$ cat config.mk
export PLATFORM = sky130hd
export DESIGN_NAME = seg_disp_sched
export DESIGN_NICKNAME = d
export VERILOG_FILES = /design/src/rtl/seg_disp_sched_pkg.sv /design/src/rtl/seg_disp_sched_ms_tick_gen.sv /design/src/rtl/seg_disp_sched.sv
export SDC_FILE = /design/constraint.sdc
export NUM_CORES = 1
export LEC_CHECK = 0
export ABC_CLOCK_PERIOD_IN_PS = 5400
export BUFFER_PORTS_ARGS = -buffer_cell sky130_fd_sc_hd__buf_2
export CORE_AREA = 2 2 122 148
export DETAILED_ROUTE_END_ITERATION = 10
export DIE_AREA = 0 0 124 150
export SYNTH_ARGS = -nofsm -noshare
export SYNTH_HDL_FRONTEND = slang
export SYNTH_HIERARCHICAL = 1
export SYNTH_SLANG_ARGS = --single-unit
$ cat constraint.sdc
create_clock -name clk -period 5.4 [get_ports clk]
set_clock_uncertainty 0.15 [all_clocks]
set_input_delay 0.54 -clock clk [delete_from_list [all_inputs] [get_ports clk]]
set_output_delay 0.54 -clock clk [all_outputs]
set_load 0.01 [all_outputs]
$ cat src/rtl/seg_disp_sched_pkg.sv
// Shared encodings for the segment display page scheduler: FSM states,
// page codes, decimal-point patterns and the dwell counter width.
package seg_disp_sched_pkg;

    localparam logic [1:0] ST_TIME = 2'd0;
    localparam logic [1:0] ST_DATE = 2'd1;
    localparam logic [1:0] ST_MSG  = 2'd2;

    localparam logic [1:0] PAGE_TIME = 2'd0;
    localparam logic [1:0] PAGE_DATE = 2'd1;
    localparam logic [1:0] PAGE_MSG  = 2'd2;

    // hh.mm.ss / yy.mm.dd separators sit after digits 4 and 2
    localparam logic [5:0] POINT_SEP  = 6'b010100;
    localparam logic [5:0] POINT_NONE = 6'b000000;

    localparam int DWELL_W = 16;

    function automatic logic [1:0] page_of(input logic [1:0] st);
        case (st)
            ST_TIME: page_of = PAGE_TIME;
            ST_DATE: page_of = PAGE_DATE;
            default: page_of = PAGE_MSG;
        endcase
    endfunction

endpackage

$ cat src/rtl/seg_disp_sched_ms_tick_gen.sv
// Millisecond prescaler: one-cycle tick every CLK_FREQ/1000 clocks; clr
// restarts the period so a tick lands exactly one full ms after a restart.
module ms_tick_gen #(
    parameter int CLK_FREQ = 50_000_000
) (
    input  logic clk,
    input  logic rst_n,
    input  logic clr,
    output logic tick
);

    localparam int DIV = CLK_FREQ / 1000;
    localparam int CW  = (DIV > 1) ? $clog2(DIV) : 1;
    localparam logic [CW-1:0] LAST = CW'(DIV - 1);

    logic [CW-1:0] cnt;

    assign tick = (cnt == LAST);

    // NOTE: sequential state is always written with non-blocking assignments.
    always_ff @(posedge clk or negedge rst_n) begin
        if (!rst_n) begin
            cnt <= '0;
        end else if (clr || tick) begin
            cnt <= '0;
        end else begin
            cnt <= cnt + 1'b1;
        end
    end

endmodule

$ cat src/rtl/seg_disp_sched.sv
// Rotates a 6-digit display between TIME and DATE pages and lets a
// message request preempt either page for a fixed dwell.
module seg_disp_sched
    import seg_disp_sched_pkg::*;
#(
    parameter int CLK_FREQ = 50_000_000,
    parameter int TIME_MS  = 8000,
    parameter int DATE_MS  = 2000,
    parameter int MSG_MS   = 3000,
    parameter int BLINK_MS = 500
) (
    input  logic        clk,
    input  logic        rst_n,
    input  logic [23:0] time_num,
    input  logic [23:0] date_num,
    input  logic        msg_req,
    input  logic [23:0] msg_num,
    input  logic [5:0]  msg_point,
    output logic [23:0] num,
    output logic [5:0]  point,
    output logic [1:0]  page,
    output logic        msg_busy
);

    localparam logic [DWELL_W-1:0] TIME_LAST  = DWELL_W'(TIME_MS - 1);
    localparam logic [DWELL_W-1:0] DATE_LAST  = DWELL_W'(DATE_MS - 1);
    localparam logic [DWELL_W-1:0] MSG_LAST   = DWELL_W'(MSG_MS - 1);
    localparam logic [DWELL_W-1:0] BLINK_LAST = DWELL_W'(BLINK_MS - 1);

    logic [1:0]         state;
    logic [1:0]         ret_page;   // state code of the page a message interrupted
    logic [DWELL_W-1:0] dwell;
    logic [DWELL_W-1:0] dwell_last;
    logic [DWELL_W-1:0] blink_cnt;
    logic               blink_on;
    logic [23:0]        msg_num_q;
    logic [5:0]         msg_point_q;
    logic               dwell_tick;
    logic               blink_tick;
    logic               expire;
    logic               restart;

    // NOTE: the default arm assigns dwell_last on every path, so no latch.
    always_comb begin
        case (state)
            ST_TIME: dwell_last = TIME_LAST;
            ST_DATE: dwell_last = DATE_LAST;
            default: dwell_last = MSG_LAST;
        endcase
    end

    assign expire  = dwell_tick && (dwell == dwell_last);
    assign restart = msg_req || expire;

    // Dwell timebase restarts on page entry; blink timebase never does.
    ms_tick_gen #(.CLK_FREQ(CLK_FREQ)) u_dwell_tick (
        .clk   (clk),
        .rst_n (rst_n),
        .clr   (restart),
        .tick  (dwell_tick)
    );

    ms_tick_gen #(.CLK_FREQ(CLK_FREQ)) u_blink_tick (
        .clk   (clk),
        .rst_n (rst_n),
        .clr   (1'b0),
        .tick  (blink_tick)
    );

    always_ff @(posedge clk or negedge rst_n) begin
        if (!rst_n) begin
            state       <= ST_TIME;
            ret_page    <= ST_TIME;
            dwell       <= '0;
            msg_num_q   <= '0;
            msg_point_q <= '0;
        end else if (msg_req) begin
            if (state != ST_MSG) ret_page <= state;
            state       <= ST_MSG;
            dwell       <= '0;
            msg_num_q   <= msg_num;
            msg_point_q <= msg_point;
        end else if (expire) begin
            dwell <= '0;
            case (state)
                ST_TIME: state <= ST_DATE;
                ST_DATE: state <= ST_TIME;
                default: state <= ret_page;
            endcase
        end else if (dwell_tick) begin
            dwell <= dwell + 1'b1;
        end
    end

    always_ff @(posedge clk or negedge rst_n) begin
        if (!rst_n) begin
            blink_cnt <= '0;
            blink_on  <= 1'b1;
        end else if (blink_tick) begin
            if (blink_cnt == BLINK_LAST) begin
                blink_cnt <= '0;
                blink_on  <= ~blink_on;
            end else begin
                blink_cnt <= blink_cnt + 1'b1;
            end
        end
    end

    always_ff @(posedge clk or negedge rst_n) begin
        if (!rst_n) begin
            num      <= '0;
            point    <= '0;
            page     <= PAGE_TIME;
            msg_busy <= 1'b0;
        end else begin
            page     <= page_of(state);
            msg_busy <= (state == ST_MSG);
            case (state)
                ST_TIME: begin
                    num   <= time_num;
                    point <= blink_on ? POINT_SEP : POINT_NONE;
                end
                ST_DATE: begin
                    num   <= date_num;
                    point <= POINT_SEP;
                end
                default: begin
                    num   <= msg_num_q;
                    point <= msg_point_q;
                end
            endcase
        end
    end

endmodule

Yosys cells after proc, flatten, opt, wreduce, memory -nomap -nowiden
Cells that the tools add are included.
{ "totals": {"ff_bits": 132, "in_bits": 81, "output_inout_bits": 33} }
{ "classes": {"n_addsub": 4, "eq_ne": 7, "n_mux": 14, "bitwise": 1, "n_reduce_logical": 8} }
{ "ops": {"columns": ["op", "count"], "rows": [
  ["$mux 16", 6],
  ["$add 16x1->16 const B", 4],
  ["$pmux 24 s2", 1],
  ["$eq 16x16->1 const B", 2],
  ["$pmux 13 s2", 1],
  ["$eq 16x16->1", 1],
  ["$eq 16x9->1 const B", 1],
  ["$pmux 6 s2", 1],
  ["$pmux 2 s2", 2],
  ["$mux 5", 1],
  ["$mux 2", 2],
  ["$reduce_and 2->1", 2],
  ["$reduce_bool 3->1", 1],
  ["$eq 2x1->1 const B", 1],
  ["$eq 2x2->1 const B", 1],
  ["$logic_not 2->1", 1],
  ["$logic_or 1x1->1", 2],
  ["$ne 2x2->1 const B", 1],
  ["$reduce_bool 2->1", 1],
  ["$logic_and 1x1->1", 1],
  ["$not 1->1", 1]
]} }

Depth between registers and ports, before layout
Gate-level depths: netlist (run 1).
{ "logic_depth": {"word_depth": 7, "mapped_depth": 14, "depth_no_buf": 9} }

Modules after synthesis
Netlist (run 1), hierarchy kept.
{ "modules_own_cells": {"columns": ["mod", "instances", "cells_per_inst", "area_per_inst_um2"], "rows": [
  ["seg_disp_sched", 1, 385, 4360.4],
  ["ms_tick_gen", 2, 80, 792.0]
]} }

Worst setup path after synthesis (run 1)
OpenSTA, ideal clock, no wires.
{ "synth_path": {"kind": "register to register", "from": "register u_dwell_tick.cnt[4]", "to": "register u_dwell_tick.cnt[10]", "arrival_ns": 2.898, "required_ns": 5.131, "slack_ns": 2.233, "path_stages_with_launch": 14, "n_path_buf": 5, "path_cell_list": "dfrtp_1 > or4b_1 > nor4_2 > buf_4 > or4b_4 > a2111oi_4 > o221ai_2 > nand2b_1 > buf_4 > buf_6 > or2_1 > buf_6 > buf_6 > nor2_1"} }
{ "synth_between": {"elab_chain_len": 5, "elab_cells_between_ends": 6, "cone_classes": "1 x add/sub; 1 x eq/ne; 1 x mux; 3 x reduce/logical"} }
{ "synth_rtl": {"columns": ["item", "line", "source"], "rows": [
  ["from (decl)", "seg_disp_sched_ms_tick_gen.sv:16", "logic [CW-1:0] cnt;"],
  ["from (signal assigned)", "seg_disp_sched_ms_tick_gen.sv:27", "cnt <= cnt + 1'b1;"],
  ["$eq 16x16->1", "seg_disp_sched_ms_tick_gen.sv:18", "assign tick = (cnt == LAST);"],
  ["via dwell_tick", "seg_disp_sched.sv:38", "logic dwell_tick;"],
  ["$logic_and 1x1->1", "seg_disp_sched.sv:52", "assign expire = dwell_tick && (dwell == dwell_last);"],
  ["$logic_or 1x1->1", "seg_disp_sched.sv:53", "assign restart = msg_req || expire;"],
  ["via restart", "seg_disp_sched.sv:41", "logic restart;"],
  ["$logic_or 1x1->1", "seg_disp_sched_ms_tick_gen.sv:24", "end else if (clr || tick) begin"],
  ["$mux 16", "seg_disp_sched_ms_tick_gen.sv:24", null]
]} }
The timed path passes the listed nets, and every way through them passes these cells.
A chain may end at the register's enable or synchronous reset.

Worst setup path after layout (run 1)
{ "layout_path": {"from": "register u_dwell_tick.cnt[4]", "to": "register u_dwell_tick.cnt[4]"} }
{ "layout_between": {"elab_chain_len": 5, "elab_cells_between_ends": 6, "cone_classes": "1 x add/sub; 1 x eq/ne; 1 x mux; 3 x reduce/logical"} }
{ "layout_rtl": {"columns": ["item", "line"], "rows": [
  ["$eq 16x16->1 *", "seg_disp_sched_ms_tick_gen.sv:18"],
  ["via dwell_tick", "seg_disp_sched.sv:38"],
  ["$logic_and 1x1->1", "seg_disp_sched.sv:52"],
  ["$logic_or 1x1->1", "seg_disp_sched.sv:53"],
  ["$logic_or 1x1->1 *", "seg_disp_sched_ms_tick_gen.sv:24"],
  ["$mux 16 *", "seg_disp_sched_ms_tick_gen.sv:24"]
]} }
The timed path passes the listed nets; every way through them passes the cells marked *.

==> results of run 1 <==
==> per-layer routing <==
layer / wire length (microns) / global-route usage [%] / vias up
li1: - / - / 2083
met1: 5110 / 15.9 / 2097
met2: 6450 / 23.9 / 64
met3: 387 / 3.51 / 22
met4: 291 / 7.19 / 0
met5: 0 / 0 / -
==> stage by stage <==
step	instance area [sq um]	hold WS, ns	utilization [%]
floorplan	5950	0.0944	-
global placement	6700	0.308	38.8
detailed placement	6700	0.313	38.8
CTS	7280	0.152	42.2
global route	7280	0.187	42.2
finish	7280	0.120	42.2
==> synthesized netlist by cell type, types with 2 or more instances <==
library cell / number / share of area, %
ha_1: 4 / 0.84
nor3_1: 17 / 1.4
nand4b_1: 3 / 0.44
nor4_2: 2 / 0.42
o21ai_0: 29 / 2.4
and3_1: 4 / 0.42
nand3_1: 19 / 1.6
and2_1: 5 / 0.53
buf_6: 5 / 0.95
mux2_2: 28 / 5.3
or2_1: 2 / 0.21
or4b_1: 4 / 0.67
dfrtp_1: 131 / 55
xor2_1: 16 / 2.4
xnor2_1: 39 / 5.7
inv_1: 14 / 0.88
buf_1: 3 / 0.19
clkbuf_1: 13 / 0.82
a21oi_1: 8 / 0.67
nand2_1: 55 / 3.5
nand2b_1: 6 / 0.63
a31oi_1: 2 / 0.21
nand4_1: 10 / 1.1
nor4_1: 10 / 1.1
and4_1: 2 / 0.29
mux2i_1: 25 / 4.2
nor2_1: 66 / 4.2
buf_4: 4 / 0.51
==> cell families after synthesis <==
family | Yosys count | share of synthesized area (%)
compound gates | 48 | 5.01
xor+xnor | 55 | 8.10
fa+ha+maj | 4 | 0.842
buf+inv | 39 | 3.35
flops | 132 | 55.6
mux | 53 | 9.51
other cells | 1 | 0.0631
simple gates | 213 | 17.5
==> layout by cell type, fill, tap and decap left out, types with 2 or more instances in the layout <==
cell type  instances
a31oi_1            2
and2_1             5
clkbuf_16         17
xnor2_1           39
nand2_1           55
mux2_2            28
xor2_1            16
nor4_1            10
inv_1             14
or2_1              2
conb_1             2
mux2i_1           25
nand2b_1           6
and3_1             4
a21oi_1            8
nor3_1            17
nand3_1           19
ha_1               4
or4b_1             4
clkinv_2           5
nand4_1           10
bufinv_16          2
clkbuf_8           4
dfrtp_1          131
and4_1             2
nand4b_1           3
nor4_2             2
nor2_1            66
buf_2            112
o21ai_0           29
buf_4              8
==> area by class of cell <==
| class | count | area (sq um) | share of cell area [%] |
|---|---|---|---|
| clock buffer | 22 | 484 | 6.65 |
| clock inverter | 9 | 101 | 1.39 |
| inverter | 14 | 52.6 | 0.722 |
| multi-input combinational | 375 | 2440 | 33.6 |
| sequential | 132 | 3300 | 45.4 |
| tap | 220 | 275 | 3.78 |
| timing repair buffer | 120 | 621 | 8.52 |
==> final timing paths <==
kind	slack [ns]	to	startpoint
max in group asynchronous	3.71	dwell[8]$_DFFE_PN0P_	rst_n
worst min-delay path	0.12	u_blink_tick/cnt[2]$_DFF_PN0_	rst_n
worst max register to register	2.10	u_dwell_tick/cnt[4]$_DFF_PN0_	u_dwell_tick/cnt[4]$_DFF_PN0_
worst min register to register	0.32	point[1]$_DFF_PN0_	msg_point_q[1]$_DFFE_PN0P_
worst max-delay path	2.10	u_dwell_tick/cnt[4]$_DFF_PN0_	u_dwell_tick/cnt[4]$_DFF_PN0_
min in group clk	0.20	msg_point_q[4]$_DFFE_PN0P_	msg_point[4]
==> registers in the layout, summed over array words and instances, names as in the netlist <==
register,cells
blink_cnt,16
msg_busy,1
page,2
u_blink_tick/cnt,16
blink_on,1
dwell,16
ret_page,2
msg_point_q,6
num,24
point,6
msg_num_q,24
state,2
u_dwell_tick/cnt,16
==> where the power goes <==
part	internal [mW]	switching (mW)	leakage [nW]
sequential	1.04	0.0205	1.68
clock	0.722	0.404	0.292
combinational	0.0727	0.0805	1.22
==> worst max-delay path, stage by stage (launching register included) <==
cell	delay [ns]
dfrtp_1	0.42
or4b_1	0.56
nor4_2	0.27
buf_4	0.20
or4b_4	0.48
a2111oi_4	0.21
o221ai_2	0.21
nand2b_1	0.13
or2_1	0.43
nor2_1	0.11
==> results.yml, run 1 <==
setup_path:
  r2r_cells: 9
  end_kind: "flip-flop"
  crit_fanout: 15
  setup.worst_path.class: "flip-flop to flip-flop"
  arrival_ns: 3.42
  start_kind: "flip-flop"
  cp.required_ns: 5.52
status:
  outcome: "completed"
timing:
  finalCritPeriodShare_pct: 61.1
  relSlewSlack_pct: 36.1
  setup_viol: 0
  layout_min_cycle_time_ns: 3.30
  worst_pin_slew_ns: 0.958
  setup_ws_ns: 2.10
  fmax_ghz: 0.303
  final-max-slew-violation-count: 0
  hold_violations: 0
  fin_setup_tns_ns: 0
  rsz0062_at_grt: "false"
floorplanning:
  core_sq_um: 17200
  rows: 53
  initial_utilization_pct: 34.5
  ioPinCount: 114
  dieArea_sq_um: 18600
  fp.dieW_microns: 124
  die_y_microns: 150
yosys:
  synth_seq_cells: 132
  yosysWarningCount: 6
  ys_types: 47
  synth_ff_type: "dfrtp_1"
  synth_area_sq_um: 5940
  seq_area_frac_synth_pct: 55.6
  netlist_instances: 545
  synthArstFlopShare_pct: 100
  syn_avg_cell_area_sq_um: 10.9
  synth-edff-count: 0
place:
  globalplace.congestion: 0.762
  port_buffers: 113
  dp_slack_ns: 2.07
  dp_hpwl_microns: 8580
  dp.cells: 861
cts:
  clk_latency_ns: 0.42
  cts_resized: 0
  holdBufCountCts: 0
  cts.sinks: 132
  cts_root_buffer: "clkbuf_16"
  path_clk_slew_ns: 0.05
  clock_path_buffers: 2
  numCtsBuffers: 17
  cts_max_level: 4
  cts_tree: "built"
  cts_setup_buffers: 0
global_route:
  antenna_found_initial: 0
  grt_use_total_pct: 13.9
  grt_pass1_vias: 4349
  grt_pass1_wl_microns: 20000
  overflow: 0
  grt_max_degree: 78
finish:
  drive_above_1_share_pct: 27.7
  layout.cells.non_filler: 892
  fillers: 1652
  syn_to_final_growth_pct: 22.5
  fin_nets: 745
  num_antenna_cells: 0
drt:
  firstDrtPassIters: 4
  vias: 4266
  drtIter0Drc: 164
  drc: 0
  via_per_inst: 4.78
  ant_nets: 0
  wl_microns: 12200
  routedWlPerCell_microns: 13.7
power:
  leakage_nw: 3.20
  irDropWorstVdd_v: 0.000215
  p_per_area_nw_per_um2: 321
  total_power_mw: 2.34
min_path:
  hp-class: "input port to asynchronous set/reset pin"
run:
  cap_violations: 0
No activity file was read; power rests on OpenSTA's default activity.
==> run 2: changes to the inputs <==
ABC_CLOCK_PERIOD_IN_PS = 2900   (was 5400)
clock period = 2.9 ns   (was 5.4 ns; I/O delays follow)
==> run 2 against run 1 <==
Net effect:
- clock power is 84% higher
- critical endpoint is now u_dwell_tick/cnt[3]$_DFF_PN0_
- via count rose by 3.4%
- setup slack got worse by 2.0 ns
- hold slack lost 0.11 ns
==> results.yml, run 2 (synthesis gave the netlist of run 1 again) <==
place:
  port_buffers: 113
  dp.cells: 873
  dp_hpwl_microns: 8530
  placed_area_sq_um: 6810
  globalplace.congestion: 0.814
  dp_slack_ns: 0.0199
finish:
  layout_commonest_cell: "dfrtp_1"
  syn_to_final_growth_pct: 31.0
  layout_common_cells: "dfrtp_1 (131), buf_2 (112), nor2_1 (64), nand2_1 (55), xnor2_1 (39)"
  fin_nets: 793
  layout.cells.non_filler: 941
  seq_area_sq_um: 3300
  drive_above_1_share_pct: 29.0
  final_area_sq_um: 7790
  num_antenna_cells: 0
  fillers: 1623
  multi_input_comb_area_sq_um: 2470
  largest_registers: "msg_num_q x24, num x24"
cts:
  cts.sinks: 132
  cts_max_level: 4
  clk_latency_ns: 0.43
  clock_path_buffers: 2
  cts_tree: "built"
  path_clk_slew_ns: 0.06
  cts_root_buffer: "clkbuf_16"
  numCtsBuffers: 17
setup_path:
  crit_family: "simple AND/OR/NAND/NOR gates"
  r2r_cells: 9
  crit_slowest_cell: "or4b_4"
  path_common_cell: "or4b_4"
  cp.buffers_inverters: 1
  worstPathCellList: "or4b_4 -> nor4_4 -> or4b_4 -> a2111oi_4 -> o221ai_2 -> nand2b_1 -> or2_4 -> clkbuf_16 -> nor2_1"
  worstSetupPathDepth: 9
  setup.worst_path.class: "flip-flop to flip-flop"
  end_kind: "flip-flop"
  crit_fanout: 7
  max_stage_delay_ns: 0.55
  cp.required_ns: 3.06
  start_kind: "flip-flop"
  arrival_ns: 3.00
timing:
  rsz0062_at_grt: "true"
  setup_viol: 0
  fin_setup_tns_ns: 0
  setup_ws_ns: 0.0618
  hold_violations: 0
  layout_min_cycle_time_ns: 2.84
  fmax_ghz: 0.352
  final-max-slew-violation-count: 0
  finalCritPeriodShare_pct: 97.9
  relSlewSlack_pct: 64.0
  worst_pin_slew_ns: 0.540
global_route:
  grt_use_total_pct: 14.2
  antenna_found_initial: 0
  grt_pass1_vias: 4276
  grt_pass1_wl_microns: 20300
  overflow: 0
  grt_max_degree: 56
power:
  power.switching_mw: 0.998
  p_int_mw: 3.39
  sw_frac_of_total_pct: 22.8
  irDropWorstVdd_v: 0.000470
  total_power_mw: 4.38
  leakage_nw: 3.43
  power_frac_comb_pct: 7.6
  clkPwrFrac_pct: 47.4
  p_per_area_nw_per_um2: 563
  power_frac_seq_pct: 45.0
floorplanning:
  rows: 53
  initial_utilization_pct: 34.5
  die_y_microns: 150
  ioPinCount: 114
  core_sq_um: 17200
  dieArea_sq_um: 18600
  fp.dieW_microns: 124
drt:
  drtIter0Drc: 274
  routedWlPerCell_microns: 13.6
  vias: 4410
  ant_nets: 0
  wl_microns: 12800
  via_per_inst: 4.69
  firstDrtPassIters: 4
  drc: 0
min_path:
  hp-class: "input port to flip-flop"
  hold_path_depth: 3
status:
  outcome: "completed"
run:
  cap_violations: 0
run 2: cell type report:
cell class	count	area share, %
tap	220	3.54
multi-input combinational	375	31.8
clock buffer	18	5.64
sequential	132	42.4
inverter	14	0.675
clock inverter	14	1.75
timing repair buffer	168	14.2
run 2: repair_timing:
action	CTS	global route
resized for setup	0	8
hold buffers	33	0
endpoints found under the setup margin	0	32
hold endpoints to repair	70	0
setup buffers	0	2
run 2: per-layer routing:
layer	GRT usage [%]	routed length [microns]	up-vias
li1	-	-	2178
met1	17.8	5720	2112
met2	22.7	6250	101
met3	4.04	552	19
met4	6.01	252	0
met5	0	0	-
run 2: metrics by stage:
| step | hold WS (ns) | util (%) |
|---|---|---|
| 4_1_cts | 0.000563 | 44.8 |
| 3_5_place_dp | 0.158 | 39.5 |
| 5_1_grt | 0.00984 | 45.2 |
| 6_report | 0.00918 | 45.2 |
| 2_1_floorplan | -0.156 | - |
| 3_3_place_gp | 0.154 | 39.5 |
run 2: final timing paths:
path	from	to	slack (ns)
hold / removal	time_num[14]	num[14]$_DFF_PN0_	0.009
hold reg to reg	u_dwell_tick/cnt[0]$_DFF_PN0_	u_dwell_tick/cnt[0]$_DFF_PN0_	0.33
setup reg to reg	u_dwell_tick/cnt[4]$_DFF_PN0_	u_dwell_tick/cnt[3]$_DFF_PN0_	0.06
max in group asynchronous	rst_n	blink_cnt[9]$_DFFE_PN0P_	1.41
setup / recovery	u_dwell_tick/cnt[4]$_DFF_PN0_	u_dwell_tick/cnt[3]$_DFF_PN0_	0.06
min in group asynchronous	rst_n	page[1]$_DFF_PN0_	0.26
run 2: power by group through the flow:
stage	clock network, mW	logic (mW)	registers [mW]
after detailed placement	0	0.298	2.01
after global placement	0	0.292	2.00
after CTS	2.12	0.335	1.97
after global routing	2.21	0.376	1.98
final	2.08	0.334	1.97
after floorplan	0	0.118	2.02
run 2: tightest hold or removal path: cells and delay by family:
family / cells / cell delay [ns]
compound gates: 1 / 0.13
buf+inv: 1 / 0.07
mux: 1 / 0.05
